## config.mk

```make
export PLATFORM = sky130hd
export DESIGN_NAME = uart_tx_async
export DESIGN_NICKNAME = d
export VERILOG_FILES = /design/src/rtl/uart_tx_async.sv
export SDC_FILE = /design/constraint.sdc
export NUM_CORES = 1
export LEC_CHECK = 0
export ABC_CLOCK_PERIOD_IN_PS = 5100
export CORE_AREA = 2 2 55 57
export CTS_BUF_LIST = sky130_fd_sc_hd__clkbuf_16
export DETAILED_ROUTE_END_ITERATION = 10
export DIE_AREA = 0 0 57 59
export PLACE_DENSITY = 0.9
export SLEW_MARGIN = 10
export SYNTH_ARGS = -nofsm -noshare
export SYNTH_HDL_FRONTEND = slang
export SYNTH_SLANG_ARGS = --single-unit
export TNS_END_PERCENT = 100
```

## constraint.sdc

```tcl
create_clock -name CLK -period 5.1 [get_ports CLK]
set_input_delay 1.02 -clock CLK [delete_from_list [all_inputs] [get_ports CLK]]
set_output_delay 1.02 -clock CLK [all_outputs]
set_load 0.1 [all_outputs]
```

## src/rtl/uart_tx_async.sv

```systemverilog
// uart_tx_async: CoreUART transmitter. One holding register feeds a shift
// register; each frame is start / 7 or 8 data bits LSB first / optional
// parity / STOP_BITS stop bits, every bit lasting OVERSAMPLE BAUD_EN pulses.
// All outputs are taken straight from flops.
module uart_tx_async #(
  parameter int OVERSAMPLE = 16,
  parameter int STOP_BITS  = 1
) (
  input  logic       CLK,
  input  logic       RESET_N,
  input  logic       BAUD_EN,
  input  logic       BIT8,
  input  logic       PARITY_EN,
  input  logic       ODD_N_EVEN,
  input  logic [7:0] TX_DATA,
  input  logic       WEN,
  output logic       TX,
  output logic       TXRDY,
  output logic       TX_BUSY,
  output logic       FRAME_DONE
);

  localparam int            TW        = $clog2(OVERSAMPLE);
  localparam logic [TW-1:0] TICK_LAST = TW'(OVERSAMPLE - 1);
  localparam logic [2:0]    STOP_LAST = 3'(STOP_BITS - 1);

  typedef enum logic [2:0] {
    S_IDLE, S_START, S_DATA, S_PARITY, S_STOP
  } state_t;

  state_t        state_q, state_d;
  logic [7:0]    hold_q, hold_d;
  logic          hold_full_q, hold_full_d;
  logic [7:0]    shift_q, shift_d;
  logic [TW-1:0] tick_q, tick_d;
  logic [2:0]    bit_q, bit_d;       // data-bit index, reused as stop-bit index
  logic          bit8_q, bit8_d;
  logic          par_en_q, par_en_d;
  logic          par_q, par_d;       // parity bit, precomputed at transfer
  logic          tx_q, tx_d;
  logic          busy_q, busy_d;
  logic          done_q, done_d;
  logic          bit_end;
  logic          xfer;

  // Next-state logic: FSM, counters, holding register and registered outputs.
  always_comb begin
    state_d     = state_q;
    hold_d      = hold_q;
    hold_full_d = hold_full_q;
    shift_d     = shift_q;
    tick_d      = tick_q;
    bit_d       = bit_q;
    bit8_d      = bit8_q;
    par_en_d    = par_en_q;
    par_d       = par_q;
    done_d      = 1'b0;
    xfer        = 1'b0;
    bit_end     = BAUD_EN && (tick_q == TICK_LAST);

    if (state_q != S_IDLE && BAUD_EN)
      tick_d = bit_end ? '0 : tick_q + 1'b1;

    case (state_q)
      S_IDLE:   xfer = hold_full_q;
      S_START:  if (bit_end) state_d = S_DATA;
      S_DATA: begin
        if (bit_end) begin
          shift_d = {1'b0, shift_q[7:1]};
          if (bit_q == (bit8_q ? 3'd7 : 3'd6)) begin
            bit_d   = 3'd0;
            state_d = par_en_q ? S_PARITY : S_STOP;
          end else begin
            bit_d = bit_q + 3'd1;
          end
        end
      end
      S_PARITY: if (bit_end) state_d = S_STOP;
      S_STOP: begin
        if (bit_end) begin
          if (bit_q == STOP_LAST) begin
            done_d  = 1'b1;
            state_d = S_IDLE;
            xfer    = hold_full_q;   // back-to-back: no idle cell
          end else begin
            bit_d = bit_q + 3'd1;
          end
        end
      end
      default:  state_d = S_IDLE;
    endcase

    // Transfer: frame config is frozen here for the whole frame.
    if (xfer) begin
      state_d     = S_START;
      shift_d     = hold_q;
      hold_full_d = 1'b0;
      tick_d      = '0;
      bit_d       = 3'd0;
      bit8_d      = BIT8;
      par_en_d    = PARITY_EN;
      par_d       = (^(hold_q & {BIT8, 7'h7f})) ^ ODD_N_EVEN;
    end

    // Writes only land in an empty holding register; others are dropped.
    if (WEN && !hold_full_q) begin
      hold_d      = TX_DATA;
      hold_full_d = 1'b1;
    end

    case (state_d)
      S_START:  tx_d = 1'b0;
      S_DATA:   tx_d = shift_d[0];
      S_PARITY: tx_d = par_d;
      default:  tx_d = 1'b1;
    endcase
    busy_d = (state_d != S_IDLE);
  end

  // State register with synchronous active-low reset; reset aborts any frame.
  always_ff @(posedge CLK) begin
    if (!RESET_N) begin
      state_q     <= S_IDLE;
      hold_q      <= 8'h00;
      hold_full_q <= 1'b0;
      shift_q     <= 8'h00;
      tick_q      <= '0;
      bit_q       <= 3'd0;
      bit8_q      <= 1'b1;
      par_en_q    <= 1'b0;
      par_q       <= 1'b0;
      tx_q        <= 1'b1;
      busy_q      <= 1'b0;
      done_q      <= 1'b0;
    end else begin
      state_q     <= state_d;
      hold_q      <= hold_d;
      hold_full_q <= hold_full_d;
      shift_q     <= shift_d;
      tick_q      <= tick_d;
      bit_q       <= bit_d;
      bit8_q      <= bit8_d;
      par_en_q    <= par_en_d;
      par_q       <= par_d;
      tx_q        <= tx_d;
      busy_q      <= busy_d;
      done_q      <= done_d;
    end
  end

  assign TX         = tx_q;
  assign TXRDY      = ~hold_full_q;
  assign TX_BUSY    = busy_q;
  assign FRAME_DONE = done_q;

endmodule

```

-- Yosys cells after proc, flatten, opt, wreduce, memory -nomap -nowiden
Cells that the tools add are included.
Widths: inputs -> output; s select.
- register bits: 33
- input bits: 15
- output and inout bits: 4
- logic and storage cells: 75
- add/subtract/negate cells: 2
- eq/ne operators: 12
- muxes and demuxes: 27
- bitwise operators: 4
- reduce and logical (&&, ||, !) cells: 17
- operators with widths (cell ; count):
    $mux 3 ; 12
    $mux 8 ; 3
    $pmux 3 s5 ; 1
    $eq 3x2->1 const B ; 4
    $and 8x8->8 ; 1
    $reduce_bool 2->1 ; 4
    $reduce_xor 8->1 ; 1
    $mux 1 ; 7
    $eq 3x1->1 const B ; 2
    $logic_not 3->1 ; 2
    $ne 2x2->1 const B ; 3
    $pmux 3 s2 ; 1
    $reduce_bool 3->1 ; 2
    $add 4x1->4 const B ; 1
    $eq 4x4->1 const B ; 1
    $mux 4 ; 1
    $reduce_and 4->1 ; 1
    $add 3x1->3 const B ; 1
    $eq 3x3->1 ; 1
    $eq 3x3->1 const B ; 1
    $logic_and 1x1->1 ; 3
    $pmux 1 s3 ; 1
    $reduce_and 3->1 ; 1
    $not 1->1 ; 2
    5 further kinds ; 5

-- Logic depth before layout (Yosys ltp)
Gate-level depths: netlist (run 1).
- word-level depth: 8
- depth in mapped cells: 8
- gate-level depth less buffers: 7

-- Least setup slack after synthesis (run 1)
No wires, ideal clock.
- kind: input to register
- start point: input BAUD_EN
- end point: register tx_q (netlist: TX)
- setup time: 0.088 ns
- arrival time: 2.058 ns
- required time: 5.012 ns
- path slack: 2.954 ns
- stages: 6
- buffers on the path: 1
- cell sequence: nand4_2 -> or2_1 -> buf_6 -> mux2i_1 -> and4_1 -> a311oi_2
- word-level cells in the longest chain between the ends: 6
- elaborated cells on any way between the ends: 17
- those cells by class: eq/ne (3); mux (13); reduce/logical (1)
- ends and longest elaborated chain (item ; RTL line ; source):
    start: declaration ; 11 ; input logic BAUD_EN,
    $logic_and 1x1->1 * ; 59 ; bit_end = BAUD_EN && (tick_q == TICK_LAST);
    $mux 3 (tied with other cells) ; 80 ; if (bit_end) begin
    $pmux 3 s5 or $pmux 1 s2 (tied branches) ; 64 ; case (state_q)
    $mux 3 ; 94 ; if (xfer) begin
    $eq 3x2->1 or $eq 3x1->1 (tied branches) ; 111 ; case (state_d)
    $pmux 1 s3 * ; 111 ;
    end signal: assignment ; 145 ; tx_q <= tx_d;
    end: declaration ; 40 ; logic tx_q, tx_d;
Every way passes the cells marked *; elsewhere a longest branch is shown, timed or not. The select of a mux whose other input is x is not followed.
A chain may end at the register's enable or synchronous reset.

-- Worst setup path in the final report (run 1)
- start point: input BAUD_EN
- end point: register tick_q[3]
- word-level cells in the longest chain between the ends: 4
- elaborated cells on any way between the ends: 6
- those cells by class: mux (3); reduce/logical (3)
- ends and longest elaborated chain (item ; RTL line ; source):
    $logic_and 1x1->1 ; 59 ;
    $mux 1 ; 80 ;
    $pmux 1 s2 ; 64 ;
    $reduce_or 2->1 (no source line) ; n/a ;
    end signal: assignment ; 140 ; tick_q <= tick_d;
    end: declaration ; 35 ; logic [TW-1:0] tick_q, tick_d;
Several ways; a longest one is shown, not always the timed one.

==> results.json, run 1 <==
{
  "outcome": "complete, no violations",
  "cp-start-kind": "primary input",
  "routedWlPerCell_um": 14.9,
  "cts_setup_buffers": 0,
  "final_common_cell": "dfxtp_1",
  "syn_avg_cell_area_sq_um": 9.19,
  "ys_async_sr_fraction_pct": 0,
  "holdWs_ns": 0.471,
  "drtPass1Iterations": 4,
  "die_x_um": 57,
  "ys_ff_latch": 33,
  "ys_types": 39,
  "layout_common_cells": "dfxtp_1, nor2_1, clkdlybuf4s50_1",
  "fill_cells": 209,
  "drt_wl_total_um": 3290,
  "antenna_left": 0,
  "overflow": 0,
  "synth_top_area_cell": "dfxtp_1",
  "area_delta_synth_final_pct": 24.2,
  "diodes": 0,
  "cts.path.max_buffers": 2,
  "grt_pass1_vias": 1234,
  "start_util_pct": 57.6,
  "yosysSeqAreaShare_pct": 42.3,
  "p_leak_nw": 0.832,
  "cap_viol_max_count": 0,
  "switchingPower_mw": 0.193,
  "dieArea_sq_um": 3360,
  "synth_area_sq_um": 1560,
  "hold_viol_final": 0,
  "via_per_inst": 5.77,
  "synth_top_area_share_pct": 42.3,
  "worstSetupEndpointType": "register",
  "power.share.sequential_pct": 36.4,
  "layout-drive-gt1-share_pct": 7.37,
  "clockPowerShare_pct": 48.1,
  "synth_ff_type": "dfxtp_1",
  "antenna_found_initial": 0,
  "synth_fp_nets": 188,
  "post_cts_resized": 0,
  "setup_violations": 0,
  "grt_pass1_wl_um": 5390,
  "tightest_slew_ns": 0.968,
  "path_class": "in2reg",
  "max-slew-margin-rel_pct": 35.3,
  "nNetsFinal": 207,
  "htree_num_levels": 2,
  "place.detailed.hpwl_um": 2260,
  "maxSlewViolCount": 0,
  "rsz0062_at_grt": "no",
  "power_density_nw_per_um2": 412,
  "p_sw_share_pct": 24.2,
  "cp.required_ns": 5.28,
  "dp_cells": 213,
  "p_int_mw": 0.605,
  "port_buffers": 18,
  "synth_edf_count": 0,
  "fin_setup_tns_ns": 0,
  "clock_latency_ns": 0.28,
  "final-seq-area_sq_um": 661,
  "num_rows": 19,
  "fin_crit_ns": 2.85,
  "fin_crit_sh_pct": 55.9,
  "drc_errors": 0,
  "arrival_ns": 3.03,
  "globalplace.congestion": 0.969,
  "ctsHoldBuffers": 0,
  "cts_tree": "yes",
  "crit_fanout": 20,
  "cts-buffers-inserted": 5,
  "syn-instance-count": 170,
  "fmax_ghz": 0.351,
  "skew_ns": 0.00486,
  "grt.total_usage_pct": 21.8,
  "ir_drop_mv": 0.406,
  "grt_max_degree": 23,
  "power_frac_comb_pct": 15.5,
  "clock_sinks": 33,
  "hp-class": "reg2reg",
  "ys_warn_count": 0,
  "p_total_mw": 0.798,
  "routed-via-count": 1276,
  "core-area_sq_um": 2710,
  "multi_input_area_sq_um": 840,
  "drt-initial-drc-count": 42,
  "fp.dieH_um": 59,
  "io_pins": 19,
  "final_cells": 221,
  "clk_pin_slew_ns": 0.05,
  "netlist_top_cells_area": "dfxtp_1, mux2i_1, nor2_1",
  "clockRootBuffer": "clkbuf_16"
}
## per-layer routing
layer  global-route usage, %  wire (um)
met3                    8.08        204
met5                       0          0
met1                    25.4       1410
met2                    33.3       1520
met4                    15.6        159
## registers in the layout, summed over array words and instances, names as in the netlist
signal / cells
par_en_q: 1
hold_full_q: 1
state_q: 3
tick_q: 4
bit_q: 3
TX: 1
shift_q: 8
TX_BUSY: 1
par_q: 1
hold_q: 8
bit8_q: 1
FRAME_DONE: 1
## worst max-delay path, stage by stage
cell and delay, ns:
clkdlybuf4s50_1 0.52, and4_1 0.33, nand2_1 0.15, a21o_1 0.52
nand2_1 0.23, a311oi_1 0.26
## stage by stage
stage | worst slack (ns) | util (%) | instance area [sq um]
2_1_floorplan | 2.95 | - | 1560
3_3_place_gp | 2.18 | 64.5 | 1750
3_5_place_dp | 2.01 | 64.5 | 1750
4_1_cts | 2.27 | 71.6 | 1940
5_1_grt | 2.12 | 71.6 | 1940
6_report | 2.25 | 71.6 | 1940
## cell usage after synthesis, types with 3 or more instances
master / count
dfxtp_1: 33
nor2_1: 23
nand2_1: 16
mux2i_1: 15
a21oi_1: 9
inv_1: 8
a211oi_1: 7
xnor2_1: 7
nand3_1: 6
clkbuf_1: 4
ha_1: 3
nor3_1: 3
xor2_1: 3
## area by class of cell
type                            instances  share of cell area [%]
Clock buffer                            5                    6.45
Clock inverter                          3                    3.35
Inverter                                8                    1.55
Multi-Input combinational cell        123                    43.3
Sequential cell                        33                    34.1
Tap cell                               31                    2.00
Timing Repair Buffer                   18                    9.29
## path summary, 6_finish.rpt
path / from / end / slack [ns] / cells after the start
max: BAUD_EN / tick_q[3]$_SDFFE_PP0P_ / 2.25 / 6
min: par_q$_SDFF_PN0_ / par_q$_SDFF_PN0_ / 0.47 / 2
max reg2reg: tick_q[0]$_SDFFE_PP0P_ / tick_q[3]$_SDFFE_PP0P_ / 3.00 / 6
min reg2reg: par_q$_SDFF_PN0_ / par_q$_SDFF_PN0_ / 0.47 / 2
## power by group through the flow
stage / combinational (mW) / sequential, mW / clock [mW]
floorplan: 0.0691 / 0.316 / 0
global placement: 0.119 / 0.295 / 0
detailed placement: 0.123 / 0.295 / 0
CTS: 0.124 / 0.290 / 0.392
global route: 0.133 / 0.292 / 0.399
finish: 0.124 / 0.290 / 0.384
## kinds of logic after synthesis
group / synth area share, %
AOI/OAI and AO/OA: 12.5
xor gates and xnor gates: 7.05
adders and majority gates: 2.40
buffers and inverters: 3.93
DFF: 42.3
muxes: 9.62
and+or+nand+nor: 22.2
No activity file was read; power rests on OpenSTA's default activity.
==> run 2: changes to the inputs <==
--- a/config.mk
+++ b/config.mk
@@ -5,12 +5,12 @@
 export SDC_FILE = /design/constraint.sdc
 export NUM_CORES = 1
 export LEC_CHECK = 0
-export ABC_CLOCK_PERIOD_IN_PS = 5100
-export CORE_AREA = 2 2 55 57
+export ABC_CLOCK_PERIOD_IN_PS = 2900
+export CORE_AREA = 2 2 57 59
 export CTS_BUF_LIST = sky130_fd_sc_hd__clkbuf_16
 export DETAILED_ROUTE_END_ITERATION = 10
-export DIE_AREA = 0 0 57 59
-export PLACE_DENSITY = 0.9
+export DIE_AREA = 0 0 59 61
+export PLACE_DENSITY = 0.85
 export SLEW_MARGIN = 10
 export SYNTH_ARGS = -nofsm -noshare
 export SYNTH_HDL_FRONTEND = slang
==> constraint.sdc (replaced) <==
create_clock -name CLK -period 2.9 [get_ports CLK]
set_input_delay 0.58 -clock CLK [delete_from_list [all_inputs] [get_ports CLK]]
set_output_delay 0.58 -clock CLK [all_outputs]
set_load 0.1 [all_outputs]
==> run 2 against run 1 <==
Combinational power rose by 75%. Critical path type unchanged. Via count increased by 0.47%. Sequential share of layout area rose by 0.93 points. Register-to-register slack got worse by 2.2 ns. Worst setup slack worse by 1.7 ns. Final cell count rose by 1.4%. Largest cell class unchanged.
==> results.json, run 2 (synthesized netlist as in run 1, its figures left out) <==
{
  "fin_setup_tns_ns": 0,
  "drc_errors": 0,
  "endpoint": "tick_q[3]$_SDFFE_PP0P_",
  "ctsHoldBuffers": 0,
  "routed-via-count": 1282,
  "rsz0062_at_grt": "no",
  "htree_num_levels": 2,
  "r2r_slack_ns": 0.84,
  "power_density_nw_per_um2": 649,
  "die_x_um": 59,
  "skew_ns": 0.00506,
  "cts.path.max_buffers": 2,
  "r2r_start": "tick_q[0]$_SDFFE_PP0P_",
  "nNetsFinal": 208,
  "fill_cells": 248,
  "critical_path.top_delay_family": "compound AO/OA/AOI/OAI gates",
  "clock_latency_ns": 0.28,
  "cp.required_ns": 3.09,
  "layout-drive-gt1-share_pct": 9.42,
  "ir_drop_mv": 0.517,
  "r2r_cells": 6,
  "crit_fanout": 20,
  "largest_registers": "hold_q (8), shift_q (8), tick_q (4)",
  "slowest_stage": "clkdlybuf4s50_1",
  "cts_tree": "yes",
  "clockRootBuffer": "clkbuf_16",
  "fp.dieH_um": 61,
  "p_total_mw": 1.23,
  "antenna_left": 0,
  "post_cts_resized": 0,
  "outcome": "complete, no violations",
  "worstSetupEndpointType": "register",
  "p_leak_nw": 0.822,
  "cap_viol_max_count": 0,
  "hold_viol_final": 0,
  "final_common_cell": "dfxtp_1",
  "critPathLaunch": "BAUD_EN",
  "routedWlPerCell_um": 14.7,
  "clk_pin_slew_ns": 0.05,
  "post-place-ws_ns": 0.299,
  "final-seq-area_sq_um": 661,
  "port_buffers": 18,
  "via_per_inst": 5.72,
  "overflow": 0,
  "area_delta_synth_final_pct": 20.9,
  "num_rows": 20,
  "drtPass1Iterations": 4,
  "max-slew-margin-rel_pct": 53.3,
  "cts-buffers-inserted": 5,
  "critPathMostFrequentCell": "nand2_1",
  "io_pins": 19,
  "utilization_pct": 63.9,
  "finalWorstSetupSlack_ns": 0.550,
  "critPathMaxStageDelay_ns": 0.51,
  "path_depth": 6,
  "clock_sinks": 33,
  "antenna_found_initial": 0,
  "diodes": 0,
  "fmax_ghz": 0.425,
  "drt-initial-drc-count": 54,
  "path_class": "in2reg",
  "cts_setup_buffers": 0,
  "hp-class": "reg2reg",
  "core-area_sq_um": 2950,
  "dieArea_sq_um": 3600,
  "arrival_ns": 2.54,
  "fin_crit_sh_pct": 81.0,
  "worstPathCellList": "clkdlybuf4s50_1, and4_1, nand2_1, a21o_1, nand2_1, a311oi_1",
  "min_from": "par_q$_SDFF_PN0_",
  "maxSlewViolCount": 0,
  "grt_max_degree": 23,
  "globalplace.congestion": 0.895,
  "holdWs_ns": 0.476,
  "multi_input_area_sq_um": 840,
  "fin_crit_ns": 2.35,
  "grt_pass1_wl_um": 5310,
  "worstPathBufferInverterCount": 1,
  "tightest_slew_ns": 0.700,
  "drt_wl_total_um": 3280,
  "layout_common_cells": "dfxtp_1, nor2_1, nand2_1",
  "grt_pass1_vias": 1221,
  "r2r_end": "tick_q[3]$_SDFFE_PP0P_",
  "grt.total_usage_pct": 20.3,
  "setup_violations": 0,
  "start_util_pct": 52.9,
  "cp-start-kind": "primary input",
  "place.detailed.hpwl_um": 2370
}
## run 2: how the worst min path moves through the flow
stage	endpoint	slack (ns)	depth (start not counted)
after floorplan	par_q$_SDFF_PN0_	0.44	2
after global placement	par_q$_SDFF_PN0_	0.44	2
after detailed placement	par_q$_SDFF_PN0_	0.46	2
after CTS	par_q$_SDFF_PN0_	0.47	2
after global routing	par_q$_SDFF_PN0_	0.49	2
final	par_q$_SDFF_PN0_	0.48	2
## run 2: through the flow
step | cells | area (sq um)
2_1_floorplan | 170 | 1560
3_3_place_gp | 216 | 1750
3_5_place_dp | 216 | 1750
4_1_cts | 224 | 1890
5_1_grt | 224 | 1890
6_report | 224 | 1890
## run 2: where the power goes
part	total, mW	switching [mW]	internal [mW]
clock network	0.496	0.185	0.311
registers	0.512	0.0241	0.488
logic	0.217	0.132	0.0849
total	1.23	0.342	0.884
## run 2: worst register-to-register path, stage by stage (launching register included)
cell      delay [ns]
dfxtp_1         0.33
ha_1            0.24
and4_1          0.27
nand2_1         0.15
a21o_1          0.51
nand2_1         0.23
a311oi_1        0.24
## run 2: layer usage
| metal | part of all wire (%) | GRT usage, % | up-vias |
|---|---|---|---|
| met3 | 5.4 | 7.04 | 7 |
| met5 | 0 | 0 | - |
| met1 | 43 | 23.7 | 593 |
| li1 | - | - | 638 |
| met2 | 50 | 32.9 | 44 |
| met4 | 2.0 | 11.0 | 0 |
## run 2: final cells by class
type	instances	area share, %
clock buffer	5	6.63
clock inverter	3	0.729
inverter	8	1.59
tap	33	2.19
sequential	33	35.0
timing repair buffer	19	9.41
multi-input combinational	123	44.5
==> run 3: changes to the inputs <==
--- a/config.mk
+++ b/config.mk
@@ -5,7 +5,7 @@
 export SDC_FILE = /design/constraint.sdc
 export NUM_CORES = 1
 export LEC_CHECK = 0
-export ABC_CLOCK_PERIOD_IN_PS = 2900
+export ABC_CLOCK_PERIOD_IN_PS = 2300
 export CORE_AREA = 2 2 57 59
 export CTS_BUF_LIST = sky130_fd_sc_hd__clkbuf_16
 export DETAILED_ROUTE_END_ITERATION = 10
==> constraint.sdc (replaced) <==
create_clock -name CLK -period 2.3 [get_ports CLK]
set_input_delay 0.46 -clock CLK [delete_from_list [all_inputs] [get_ports CLK]]
set_output_delay 0.46 -clock CLK [all_outputs]
set_load 0.1 [all_outputs]
==> run 3 against run 2 <==
Utilization rose by 1.5 points. Non-clock buffer count is 6 higher. Sequential share of layout area down 0.79 points. Highest routed layer unchanged.
==> results.json, run 3 (synthesized netlist as in run 1, its figures left out) <==
{
  "via_per_inst": 5.96,
  "final-seq-area_sq_um": 661,
  "r2r_end": "TX$_SDFF_PN1_",
  "p_total_mw": 1.56,
  "place.detailed.hpwl_um": 2520,
  "dp_cells": 222,
  "antenna_left": 0,
  "rsz0062_at_grt": "no",
  "min_from": "par_q$_SDFF_PN0_",
  "finalWorstSetupSlack_ns": 0.259,
  "io_pins": 19,
  "fmax_ghz": 0.490,
  "cts_setup_buffers": 0,
  "layout_common_cells": "dfxtp_1, nor2_1, nand2_1",
  "tightest_slew_ns": 0.378,
  "area_delta_synth_final_pct": 23.7,
  "clk_pin_slew_ns": 0.06,
  "postLayoutCellArea_sq_um": 1930,
  "nNetsFinal": 214,
  "path_class": "in2reg",
  "globalplace.congestion": 1.06,
  "r2r_start": "tick_q[0]$_SDFFE_PP0P_",
  "cp.required_ns": 2.49,
  "ir_drop_mv": 0.732,
  "arrival_ns": 2.23,
  "num_rows": 20,
  "cap_viol_max_count": 0,
  "cts_tree": "yes",
  "met1Wirelength_um": 1420,
  "fin_crit_sh_pct": 88.7,
  "route.met3.wl_um": 282,
  "final_cells": 230,
  "outcome": "complete, no violations",
  "worstSetupEndpointType": "register",
  "fin_setup_tns_ns": 0,
  "hp-class": "reg2reg",
  "post_cts_resized": 0,
  "p_leak_nw": 0.844,
  "overflow": 0,
  "multi_input_area_sq_um": 840,
  "grt.total_usage_pct": 22.7,
  "fill_cells": 235,
  "drtPass1Iterations": 4,
  "diodes": 0,
  "drt_wl_total_um": 3640,
  "final_common_cell": "dfxtp_1",
  "utilization_pct": 65.4,
  "cp-start-kind": "primary input",
  "skew_ns": 0.0112,
  "dpl_cell_area_sq_um": 1790,
  "critPathLaunch": "BAUD_EN",
  "grt_max_degree": 20,
  "core-area_sq_um": 2950,
  "r2r_slack_ns": 0.39,
  "start_util_pct": 52.9,
  "drt-initial-drc-count": 46,
  "largest_registers": "hold_q (8), shift_q (8), tick_q (4)",
  "routed-via-count": 1371,
  "maxSlewViolCount": 0,
  "clockRootBuffer": "clkbuf_16",
  "critPathMostFrequentCell": "nand2_1",
  "highest_layer": "met4",
  "power_density_nw_per_um2": 808,
  "grt_pass1_wl_um": 5890,
  "holdPathStages": 2,
  "drc_errors": 0,
  "cts.path.max_buffers": 2,
  "die_x_um": 59,
  "hold_viol_final": 0,
  "min_to": "par_q$_SDFF_PN0_",
  "post-place-ws_ns": 0.0484,
  "clock_latency_ns": 0.28,
  "ctsHoldBuffers": 0,
  "max-slew-margin-rel_pct": 74.6,
  "r2r_cells": 6,
  "clock_sinks": 33,
  "routedWlPerCell_um": 15.8,
  "holdWs_ns": 0.472,
  "crit_fanout": 5,
  "fin_crit_ns": 2.04,
  "dieArea_sq_um": 3600,
  "worstPathCellList": "clkdlybuf4s50_1, and4_1, nand2_1, a21oi_1, nand2_1, a311oi_2",
  "antenna_found_initial": 0,
  "wl_met2_um": 1840,
  "critPathMaxStageDelay_ns": 0.52,
  "cts-buffers-inserted": 5,
  "setup_violations": 0,
  "slowest_stage": "clkdlybuf4s50_1",
  "htree_num_levels": 2,
  "layout-drive-gt1-share_pct": 11.7,
  "port_buffers": 18,
  "grt_pass1_vias": 1323,
  "fp.dieH_um": 61
}
run 3: cell types whose count changed in the layout (fill, tap and decap cells not counted):
cell	delta
buf_4	+6
inv_1	-1
clkinv_1	+2
clkinv_2	-1
run 3: routing by layer:
metal  GRT usage [%]  up-vias
li1                -      646
met1            25.3      641
met2            38.3       69
met3            7.68       15
met4            12.7        0
met5               0        -
run 3: area by class of cell:
type | instances | area share, %
clock inverter | 3 | 0.648
timing repair buffer | 25 | 11.5
inverter | 8 | 1.55
multi-input combinational | 123 | 43.5
sequential | 33 | 34.2
tap | 33 | 2.14
clock buffer | 5 | 6.48
run 3: critical path, delay by kind of cell:
kind                   cells  cell delay, ns
buffers and inverters      1            0.52
AO/OA/AOI/OAI              2            0.59
AND/OR/NAND/NOR            3            0.67
run 3: report_power, final:
group          switching (mW)  total (mW)  internal [mW]
Clock                   0.235       0.625          0.390
Combinational           0.173       0.289          0.115
Sequential             0.0320       0.647          0.615
run 3: worst max path at each step:
stage,end,cells after the start
after detailed placement,TX$_SDFF_PN1_,6
final,TX$_SDFF_PN1_,6
after global routing,TX$_SDFF_PN1_,6
after floorplan,TX$_SDFF_PN1_,7
after CTS,TX$_SDFF_PN1_,6
after global placement,TX$_SDFF_PN1_,6
